File: src/rtl/accel_seq_pkg.sv
// rtl/accel_seq_pkg.sv - shared types, constants and command builder for the accelerometer sequencer
// Contents:
//   seq_state_t   top FSM states
//   ERR_*         err_code values
//   register addresses, read / auto-increment masks, init tables
//   spi_cmd_t     {mosi word, nbits} pair
//   cmd_word()    command to present while in a given REQ state
package accel_seq_pkg;

    typedef enum logic [2:0] {
        ST_WHOAMI_REQ,
        ST_WHOAMI_WAIT,
        ST_INIT_REQ,
        ST_INIT_WAIT,
        ST_READ_REQ,
        ST_READ_WAIT,
        ST_PUBLISH,
        ST_HALT
    } seq_state_t;

    localparam logic [1:0] ERR_NONE    = 2'd0;
    localparam logic [1:0] ERR_WHOAMI  = 2'd1;
    localparam logic [1:0] ERR_INIT    = 2'd2;
    localparam logic [1:0] ERR_TIMEOUT = 2'd3;

    localparam logic [7:0] WHO_AM_I_ADDR = 8'h0F;
    localparam logic [7:0] OUT_X_L_ADDR  = 8'h28;
    localparam logic [7:0] RD_MASK       = 8'h80;
    localparam logic [7:0] AUTOINC_MASK  = 8'h40;
    localparam logic [7:0] INIT_ACK      = 8'hFF;

    localparam logic [5:0] NBITS_16 = 6'd15;
    localparam logic [5:0] NBITS_24 = 6'd23;

    localparam logic [7:0] INIT_ADDR [4] = '{8'h20, 8'h1F, 8'h23, 8'h24};
    localparam logic [7:0] INIT_DATA [4] = '{8'h77, 8'hC0, 8'h88, 8'h00};

    typedef struct packed {
        logic [31:0] mosi;
        logic [5:0]  nbits;
    } spi_cmd_t;

    // Axis registers are two bytes apart; a 24-bit auto-increment read
    // returns L then H after the command byte.
    function automatic spi_cmd_t cmd_word(input seq_state_t st, input logic [1:0] idx);
        spi_cmd_t c;
        c.mosi  = '0;
        c.nbits = '0;
        case (st)
            ST_WHOAMI_REQ: begin
                c.mosi  = {16'h0, RD_MASK | WHO_AM_I_ADDR, 8'h00};
                c.nbits = NBITS_16;
            end
            ST_INIT_REQ: begin
                c.mosi  = {16'h0, INIT_ADDR[idx], INIT_DATA[idx]};
                c.nbits = NBITS_16;
            end
            ST_READ_REQ: begin
                c.mosi  = {8'h0, RD_MASK | AUTOINC_MASK | (OUT_X_L_ADDR + {5'd0, idx, 1'b0}), 16'h0};
                c.nbits = NBITS_24;
            end
            default: ;
        endcase
        return c;
    endfunction

endpackage

File: src/rtl/seq_spi_txn.sv
// rtl/seq_spi_txn.sv - SPI request/wait handshake decode with optional watchdog
// Ports:
//   clk_in, nrst     clock, asynchronous active-low reset
//   start            top FSM is in a REQ state
//   busy             top FSM is in a WAIT state
//   spi_ready        master idle flag
//   spi_miso_data    received word from the master
//   accepted         request taken (spi_ready low while in REQ)
//   done             transfer finished (spi_ready high while in WAIT)
//   rx_word          received word, valid with done
//   timeout          watchdog expired (always 0 unless SEQ_WATCHDOG_EN)
// Optional feature macro: SEQ_WATCHDOG_EN
module seq_spi_txn #(
    parameter int TIMEOUT_CYC = 1024
) (
    input  logic        clk_in,
    input  logic        nrst,
    input  logic        start,
    input  logic        busy,
    input  logic        spi_ready,
    input  logic [31:0] spi_miso_data,
    output logic        accepted,
    output logic        done,
    output logic [31:0] rx_word,
    output logic        timeout
);

    assign accepted = start & ~spi_ready;
    assign done     = busy & spi_ready;
    assign rx_word  = spi_miso_data;

`ifdef SEQ_WATCHDOG_EN
    logic [15:0] wd_cnt;

    // Every finished transfer leads to a fresh REQ (or out of the handshake),
    // so clearing on done gives a clean count for each transaction.
    always_ff @(posedge clk_in or negedge nrst) begin
        if (!nrst) begin
            wd_cnt <= '0;
        end else if (done || !(start || busy)) begin
            wd_cnt <= '0;
        end else if (!timeout) begin
            wd_cnt <= wd_cnt + 16'd1;
        end
    end

    assign timeout = (start || busy) && (wd_cnt == 16'(TIMEOUT_CYC));
`else
    logic unused_wd;
    assign unused_wd = ^{clk_in, nrst, (TIMEOUT_CYC != 0)};
    assign timeout   = 1'b0;
`endif

endmodule

File: src/rtl/accel_axis_sequencer.sv
// rtl/accel_axis_sequencer.sv - WHO_AM_I check, register init and multi-axis polling over SPI
// Ports:
//   clk_in, nrst     clock, asynchronous active-low reset
//   spi_mosi_data    command word to the SPI master
//   spi_miso_data    received word, last byte in [7:0]
//   spi_nbits        transfer length minus one
//   spi_request      transaction request
//   spi_ready        master idle
//   led_sel          axis shown on the LED bar (clamped to N_AXES-1)
//   axis_data        latest coherent sweep, axis 0 in LSBs
//   axis_valid       one-cycle pulse per published sweep
//   led_out          active-low one-hot position bar
//   halted, err_code sticky halt flag and cause
// Optional feature macro: SEQ_WATCHDOG_EN (per-transaction timeout)
module accel_axis_sequencer
    import accel_seq_pkg::*;
#(
    parameter int         N_AXES      = 3,
    parameter int         INIT_WORDS  = 3,
    parameter logic [7:0] WHOAMI_VAL  = 8'h33,
    parameter int         LED_W       = 8,
    parameter int         TIMEOUT_CYC = 1024
) (
    input  logic                   clk_in,
    input  logic                   nrst,
    output logic [31:0]            spi_mosi_data,
    input  logic [31:0]            spi_miso_data,
    output logic [5:0]             spi_nbits,
    output logic                   spi_request,
    input  logic                   spi_ready,
    input  logic [1:0]             led_sel,
    output logic [16*N_AXES-1:0]   axis_data,
    output logic                   axis_valid,
    output logic [LED_W-1:0]       led_out,
    output logic                   halted,
    output logic [1:0]             err_code
);

    localparam int LW = $clog2(LED_W);
    localparam int AW = (N_AXES > 1) ? $clog2(N_AXES) : 1;

    seq_state_t              state_q, state_d;
    logic [1:0]              idx_q, idx_d;
    logic [1:0]              err_d;
    logic                    stage_we, publish;
    logic                    in_req, in_wait, req_next;
    logic                    txn_accepted, txn_done, txn_timeout;
    logic [31:0]             rx_word;
    logic [15:0]             rx_sample;
    logic [N_AXES-1:0][15:0] shadow_q;
    logic [AW-1:0]           led_sel_idx;
    logic [LW-1:0]           led_pos;
    spi_cmd_t                cmd_d;
    logic                    unused_rx;

    assign in_req    = state_q inside {ST_WHOAMI_REQ, ST_INIT_REQ, ST_READ_REQ};
    assign in_wait   = state_q inside {ST_WHOAMI_WAIT, ST_INIT_WAIT, ST_READ_WAIT};
    assign req_next  = state_d inside {ST_WHOAMI_REQ, ST_INIT_REQ, ST_READ_REQ};
    assign halted    = (state_q == ST_HALT);
    assign cmd_d     = cmd_word(state_d, idx_d);
    // The read returns L in [15:8] and H in [7:0].
    assign rx_sample = {rx_word[7:0], rx_word[15:8]};
    assign unused_rx = ^rx_word[31:16];

    seq_spi_txn #(.TIMEOUT_CYC(TIMEOUT_CYC)) u_txn (
        .clk_in        (clk_in),
        .nrst          (nrst),
        .start         (in_req),
        .busy          (in_wait),
        .spi_ready     (spi_ready),
        .spi_miso_data (spi_miso_data),
        .accepted      (txn_accepted),
        .done          (txn_done),
        .rx_word       (rx_word),
        .timeout       (txn_timeout)
    );

    always_comb begin
        state_d  = state_q;
        idx_d    = idx_q;
        err_d    = err_code;
        stage_we = 1'b0;
        publish  = 1'b0;
        if (txn_timeout) begin
            state_d = ST_HALT;
            err_d   = ERR_TIMEOUT;
        end else begin
            case (state_q)
                ST_WHOAMI_REQ: if (txn_accepted) state_d = ST_WHOAMI_WAIT;
                ST_WHOAMI_WAIT: begin
                    if (txn_done) begin
                        if (rx_word[7:0] != WHOAMI_VAL) begin
                            state_d = ST_HALT;
                            err_d   = ERR_WHOAMI;
                        end else begin
                            state_d = ST_INIT_REQ;
                            idx_d   = 2'd0;
                        end
                    end
                end
                ST_INIT_REQ: if (txn_accepted) state_d = ST_INIT_WAIT;
                ST_INIT_WAIT: begin
                    if (txn_done) begin
                        if (rx_word[7:0] != INIT_ACK) begin
                            state_d = ST_HALT;
                            err_d   = ERR_INIT;
                        end else if (idx_q == 2'(INIT_WORDS - 1)) begin
                            state_d = ST_READ_REQ;
                            idx_d   = 2'd0;
                        end else begin
                            state_d = ST_INIT_REQ;
                            idx_d   = idx_q + 2'd1;
                        end
                    end
                end
                ST_READ_REQ: if (txn_accepted) state_d = ST_READ_WAIT;
                ST_READ_WAIT: begin
                    if (txn_done) begin
                        stage_we = 1'b1;
                        if (idx_q == 2'(N_AXES - 1)) begin
                            state_d = ST_PUBLISH;
                        end else begin
                            state_d = ST_READ_REQ;
                            idx_d   = idx_q + 2'd1;
                        end
                    end
                end
                ST_PUBLISH: begin
                    publish = 1'b1;
                    idx_d   = 2'd0;
                    state_d = ST_READ_REQ;
                end
                ST_HALT: ;
                default: state_d = ST_WHOAMI_REQ;
            endcase
        end
    end

    // LED position comes from the shadow copy, which is exactly what
    // axis_data will hold after the PUBLISH edge.
    always_comb begin
        led_sel_idx = (led_sel >= 2'(N_AXES)) ? AW'(N_AXES - 1) : led_sel[AW-1:0];
        led_pos     = shadow_q[led_sel_idx][15 -: LW];
        led_pos[LW-1] = ~led_pos[LW-1];
    end

    always_ff @(posedge clk_in or negedge nrst) begin
        if (!nrst) begin
            state_q       <= ST_WHOAMI_REQ;
            idx_q         <= 2'd0;
            err_code      <= ERR_NONE;
            spi_request   <= 1'b0;
            spi_mosi_data <= '0;
            spi_nbits     <= '0;
            shadow_q      <= '0;
            axis_data     <= '0;
            axis_valid    <= 1'b0;
            led_out       <= '1;
        end else begin
            state_q     <= state_d;
            idx_q       <= idx_d;
            err_code    <= err_d;
            spi_request <= req_next;
            axis_valid  <= publish;
            if (req_next) begin
                spi_mosi_data <= cmd_d.mosi;
                spi_nbits     <= cmd_d.nbits;
            end
            if (stage_we) begin
                shadow_q[idx_q[AW-1:0]] <= rx_sample;
            end
            if (publish) begin
                axis_data <= shadow_q;
                led_out   <= ~(LED_W'(1) << led_pos);
            end
        end
    end

endmodule

File: config.mk
export PLATFORM = sky130hd
export DESIGN_NAME = accel_axis_sequencer
export DESIGN_NICKNAME = d
export VERILOG_FILES = /design/src/rtl/accel_seq_pkg.sv /design/src/rtl/seq_spi_txn.sv /design/src/rtl/accel_axis_sequencer.sv
export SDC_FILE = /design/constraint.sdc
export NUM_CORES = 1
export LEC_CHECK = 0
export BUFFER_PORTS_ARGS = -buffer_cell sky130_fd_sc_hd__buf_2
export CORE_UTILIZATION = 57
export DETAILED_ROUTE_END_ITERATION = 16
export PLACE_DENSITY = 0.92
export SYNTH_ARGS = -nofsm -noshare
export SYNTH_HDL_FRONTEND = slang
export SYNTH_SLANG_ARGS = --single-unit
File: constraint.sdc
create_clock -name clk_in -period 3.44 [get_ports clk_in]
set_clock_uncertainty 0.1 [all_clocks]
set_input_delay 0.516 -clock clk_in [delete_from_list [all_inputs] [get_ports clk_in]]
set_output_delay 0.516 -clock clk_in [all_outputs]
set_load 0.02 [all_outputs]
# Word-level counts from Yosys, hierarchy flattened
# Index checks and enable logic that the tools add are counted.
# W data, S select, Z words.
totals:
  memories: 0
  inputBits: 37
  mem_bits_rw: 0
  latchBits: 0
  romBits: 0
  wordCells: 90
  out_inout_bits: 99
  ff_bits: 151
op_classes:
  add_sub_neg: 2
  n_reduce_logical: 8
  mul: 0
  magnitude_cmp: 5
  bitwise_logic: 6
  eq_ne: 16
  mux: 40
  n_shift: 1
  div_mod_pow: 0
op_table:
  columns: ["op", "count"]
  rows:
  - ["$pmux W30 S3", 1]
  - ["$bwmux W48", 1]
  - ["$bmux W16 S2", 1]
  - ["$bmux W8 S2", 2]
  - ["$demux W16 S2", 1]
  - ["$mux W16", 2]
  - ["$mux W8", 4]
  - ["$mux W3", 9]
  - ["$mux W2", 13]
  - ["$pmux W3 S7", 1]
  - ["$eq A3 B3 Y1 const B", 5]
  - ["$eq A3 B2 Y1 const B", 3]
  - ["$reduce_bool A3 Y1", 3]
  - ["$ne A8 B6 Y1 const B", 1]
  - ["$ne A8 B8 Y1 const B", 1]
  - ["$not A8 Y8", 1]
  - ["$pmux W2 S4", 1]
  - ["$shl A1 B3 Y8 const A", 1]
  - ["$add A6 B3 Y6 const A", 1]
  - ["$logic_not A3 Y1", 2]
  - ["$lt A2 B3 Y1 const B", 2]
  - ["$reduce_and A5 Y1", 1]
  - ["$ne A2 B1 Y1 const B", 2]
  - ["$ne A2 B2 Y1 const B", 2]
  - ["13 further kinds", 17]

# Depth between registers and ports, before layout
logic_depth:
  word_depth: 10
  ltp_mapped: 10
  mapped_depth_nobuf: 8

# Hierarchy
# From an unflattened synthesis, not the netlist that was laid out.
hier_totals:
  hier_cells: 421
  area_unflattened_um2: 5642.9
by_module_without_submodules:
  columns: ["mod", "cells_per_inst", "seq_area_each_um2", "instances", "area_each_um2"]
  rows:
  - ["accel_axis_sequencer", 385, 3213.1, 1, 5375.2]
  - ["seq_spi_txn", 36, 0.0, 1, 267.8]

# Worst setup path after synthesis
# OpenSTA, ideal clock, no wires.
synth_path:
  path_kind: "input-to-reg"
  start: "input spi_miso_data[2]"
  end: "register spi_mosi_data[11]"
  slack_ps: 1307
  required_ps: 3217
  setup_time_ps: 123
  cell_stages: 7
  arrival_ps: 1911
  n_path_buf: 0
  path_cell_list: "nor4_2 > mux2i_1 > nor4_1 > o21a_1 > inv_1 > ha_1 > o221a_2"
synth_between:
  elab_chain_cells: 9
  word_cells_on_any_way: 21
  classes_between: "4 x eq/ne; 14 x mux; 1 x bitwise; 2 x reduce/logical"
synth_lines:
  columns: ["item", "line_no", "source"]
  rows:
  - ["start: declaration", "accel_axis_sequencer.sv:27", "input logic [31:0] spi_miso_data,"]
  - ["$ne A8 B8 Y1 / $ne A8 B6 Y1 (equally long branches)", "accel_axis_sequencer.sv:104, accel_axis_sequencer.sv:92", null]
  - ["$mux W2, on equally long branches", "accel_axis_sequencer.sv:104, accel_axis_sequencer.sv:92", null]
  - ["$mux W2, on equally long branches", "accel_axis_sequencer.sv:103, accel_axis_sequencer.sv:91", null]
  - ["$pmux W2 S4 (*)", "accel_axis_sequencer.sv:88", "case (state_q)"]
  - ["via idx_d[0]", "accel_axis_sequencer.sv:43", "logic [1:0] idx_q, idx_d;"]
  - ["$not A2 Y3 (not written as such) (*)", "accel_seq_pkg.sv:55", "c.mosi = {16'h0, INIT_ADDR[idx], INIT_DATA[idx]};"]
  - ["$bmux W8 S2 (*)", "accel_seq_pkg.sv:55", null]
  - ["$mux W8 (not written as such) (*) (2 in a row)", "accel_seq_pkg.sv:55", null]
  - ["$pmux W30 S3 (*)", "accel_seq_pkg.sv:49", "case (st)"]
  - ["end signal: assignment", "accel_axis_sequencer.sv:166", "spi_mosi_data <= cmd_d.mosi;"]
  - ["end: declaration", "accel_axis_sequencer.sv:26", "output logic [31:0] spi_mosi_data,"]
# Mark *: on every way through the listed nets, which the timed path passes. The rest lies on a longest branch. The select of a mux whose other input is x is not followed.
# A chain may end at the register's enable or synchronous reset.

# Worst setup path in the final report
layout_path:
  start: "register idx_q[0]"
  end: "register spi_mosi_data[10]"
layout_between:
  elab_chain_cells: 10
  word_cells_on_any_way: 25
  classes_between: "1 x add/sub; 3 x eq/ne; 18 x mux; 1 x bitwise; 2 x reduce/logical"
layout_lines:
  columns: ["item", "line_no", "source"]
  rows:
  - ["start: declaration", "accel_axis_sequencer.sv:43", null]
  - ["start signal: assignment", "accel_axis_sequencer.sv:161", "idx_q <= idx_d;"]
  - ["$add A2 B1 Y2 / $eq A2 B2 Y1 (equally long branches)", null, null]
  - ["$mux W2", "accel_axis_sequencer.sv:107", "end else if (idx_q == 2'(INIT_WORDS - 1)) begin"]
  - ["$mux W2", "accel_axis_sequencer.sv:104", "if (rx_word[7:0] != INIT_ACK) begin"]
  - ["$mux W2", "accel_axis_sequencer.sv:103", "if (txn_done) begin"]
  - ["$pmux W2 S4", "accel_axis_sequencer.sv:88", null]
  - ["$not A2 Y3 (not written as such)", "accel_seq_pkg.sv:55", null]
  - ["$bmux W8 S2", "accel_seq_pkg.sv:55", null]
  - ["$mux W8 (not written as such) (2 in a row)", "accel_seq_pkg.sv:55", null]
  - ["$pmux W30 S3", "accel_seq_pkg.sv:49", null]
# Parallel ways exist; a longest one is shown, timed or not. The select of a mux whose other input is x is not followed.

==> impl_metrics.toml <==
[critical_path]
r2r_start = "idx_q[0]$_DFF_PN0_"
cp-start-kind = "flop"
critPathLaunch = "idx_q[0]$_DFF_PN0_"
crit-reg2reg-capture = "spi_mosi_data[10]$_DFFE_PN0P_"
worstRegToRegCells = 7
crit_type = "reg2reg"
end_kind = "flop"
regToRegSetupSlack_ns = 1.02
crit_arrival_ns = 2.71
critPathMaxFanout = 6
crit_end = "spi_mosi_data[10]$_DFFE_PN0P_"
required_ns = 3.72

[placement]
io_buffers = 107
place_hpwl_um = 7500
gp_congestion = 0.851

[clocking]
htreeDepth = 4
cts_resized = 0
cts_tree = "done"
post_cts_buffers = 0
insertion_delay_ns = 0.51
cts.clk_slew.worst_paths_ns = 0.06
cts_buffers = 17
root_buffer = "clkbuf_8"
cts_sinks = 128
hold_buffers = 0
cts_buffer_depth = 2

[floorplan]
core_sq_um = 9200
io_pins = 136
fp.dieW_um = 99.2
die_h_um = 99.2
dieArea_sq_um = 9830
num_rows = 35
initial_utilization_pct = 58.5

[yosys]
synthSimpleGateAreaFrac_pct = 15.4
synth-seq-cells = 128
synth_edf_count = 0
yosysSeqAreaShare_pct = 59.7
synth_compound_area_share_pct = 6.74
synth_cells = 479
syn_area_sq_um = 5380
synth_top_family_by_area = "simple AND/OR/NAND/NOR gates"
muxShareOfSynthArea_pct = 10.8
syn_avg_cell_area_sq_um = 11.2
synth_xor_area_share_pct = 0
ys_warn_count = 0
synthAdderAreaFrac_pct = 1.63
ys.flop_type = "dfrtp_1"
async_reset_ff_share_pct = 100
ys_types = 52

[sta]
tightest_slew_ns = 0.842
setup_violations = 0
final-hold-violation-count = 0
fmax_mhz = 413
fin_setup_tns_ns = 0
rsz0062_at_grt = "false"
period_needed_ns = 2.42
max-slew-margin-rel_pct = 43.9
min_period_over_period_pct = 70.4
slew_viol_final = 0

[finish]
mostFrequentLayoutCells = "nand2_1 (156), dfrtp_1 (120), buf_2 (106)"
drive_gt1_share_pct = 36.3
layout_commonest_cell = "nand2_1"
nets = 621
fill_cells = 626
syn_to_final_growth_pct = 20.0
num_antenna_cells = 0
final_util_pct = 70.2
multi_input_area_sq_um = 1910
regArea_sq_um = 3210

[detailed_routing]
num_vias = 3872
drt_wl_total_um = 11400
drt_iter0_drc = 224
via_per_inst = 5.52
postRouteAntennaNets = 0
first_pass_iters = 5
remaining_drc_errors = 0
wire_per_inst_um = 16.2

[min_path]
hold_class = "in2async"

[global_routing]
grt_use_met2_pct = 42.2
grt-ovfl-total = 0
grt_max_degree = 69
grt_pass1_wl_um = 18700
top_usage_layer = "met2"
antenna_found_initial = 0
grt_pass1_vias = 3741
grtUsageMet3_pct = 4.92
use_met1_pct = 31.7
grt_usage_pct = 24.8

[pwr]
p_per_area_nw_per_um2 = 899
p_leak_uw = 0.00338
p_clk_share_pct = 29.9
p_switching_uw = 1960
p_comb_share_pct = 28.0
switching_share_pct = 33.8
power.internal_uw = 3850
pwr-share-seq_pct = 42.2
vdd.ir_drop.worst_mv = 0.451

[outcome]
status = "completed"

[run]
max_cap_viol_count = 0
[cell type report]
type	count	share of cell area (%)
clock buffers	18	6.62
clock inverters	14	2.40
well taps	111	2.15
inverters	10	0.581
multi-input cells	309	29.5
repair buffers	111	8.99
flip-flops and latches	128	49.7
[worst min path at each step]
stage                                              end                startpoint  cells past startpoint
after floorplan               axis_data[0]$_DFFE_PN0P_                      nrst                      0
after CTS                 spi_mosi_data[9]$_DFFE_PN0P_                      nrst                      1
after global placement        axis_data[7]$_DFFE_PN0P_   shadow_q[7]$_DFFE_PN0P_                      2
after global routing         axis_data[34]$_DFFE_PN0P_                      nrst                      1
after detailed placement     axis_data[10]$_DFFE_PN0P_  shadow_q[10]$_DFFE_PN0P_                      2
final                        axis_data[36]$_DFFE_PN0P_                      nrst                      1
[state kept, by name, indices dropped and copies added (netlist names)]
signal / count
err_code: 2
idx_q: 2
spi_mosi_data: 13
axis_data: 48
spi_request: 1
axis_valid: 1
spi_nbits: 2
shadow_q: 48
state_q: 3
led_out: 8
[critical path, stage by stage (launching register included)]
cell       delay, ns
dfrtp_1         0.38
inv_1           0.08
ha_1            0.29
and4b_1         0.25
a211o_1         0.31
a2111oi_2       0.41
and3_1          0.36
a211oi_1        0.12
[cell usage after synthesis (3+ instances only)]
master | number | area, sq um
o2bb2ai_1 | 4 | 35.0
buf_2 | 11 | 55.1
or2_2 | 3 | 18.8
nor2_1 | 3 | 11.3
o21a_1 | 3 | 22.5
o22a_1 | 6 | 52.6
buf_4 | 24 | 180
dfstp_2 | 8 | 210
a22o_1 | 5 | 43.8
nor3_1 | 3 | 15.0
mux2_2 | 48 | 541
ha_1 | 7 | 87.6
dfrtp_1 | 120 | 3000
inv_1 | 9 | 33.8
mux2i_1 | 4 | 40.0
nand2b_1 | 4 | 25.0
nand2_2 | 3 | 18.8
clkbuf_1 | 8 | 30.0
a21oi_1 | 3 | 15.0
nand2_1 | 156 | 586
o21ai_0 | 6 | 30.0
[cell families after synthesis]
logic type	Yosys count
flops	128
simple gates	192
other cells	1
buf+inv	53
mux	52
fa+ha+maj	7
compound gates	46
[metal layers]
metal  wire [um]  vias to the layer above
met5           0                        -
met4          82                        0
met3         602                        8
met2        5900                      148
met1        4810                     1941
li1            -                     1775
[through the flow]
stage / power [uW] / cell area [sq um] / hold WS (ns) / setup WS [ns] / std cells
3_3_place_gp: 3980 / 5880 / 0.341 / 0.944 / 669
4_1_cts: 5860 / 6460 / 0.0277 / 1.04 / 701
5_1_grt: 6130 / 6460 / 0.0621 / 0.914 / 701
6_report: 5810 / 6460 / 0.0116 / 1.02 / 701
2_1_floorplan: 3520 / 5420 / 0.120 / 1.31 / 490
3_5_place_dp: 4100 / 5880 / 0.349 / 0.875 / 669
[power by group through the flow]
stage / Clock (uW) / Combinational [uW] / Sequential, uW
floorplan: 0 / 764 / 2750
global placement: 0 / 1560 / 2420
detailed placement: 0 / 1640 / 2470
CTS: 1770 / 1650 / 2440
global route: 1840 / 1770 / 2520
finish: 1730 / 1620 / 2450
(Power assumes the default switching activity.)
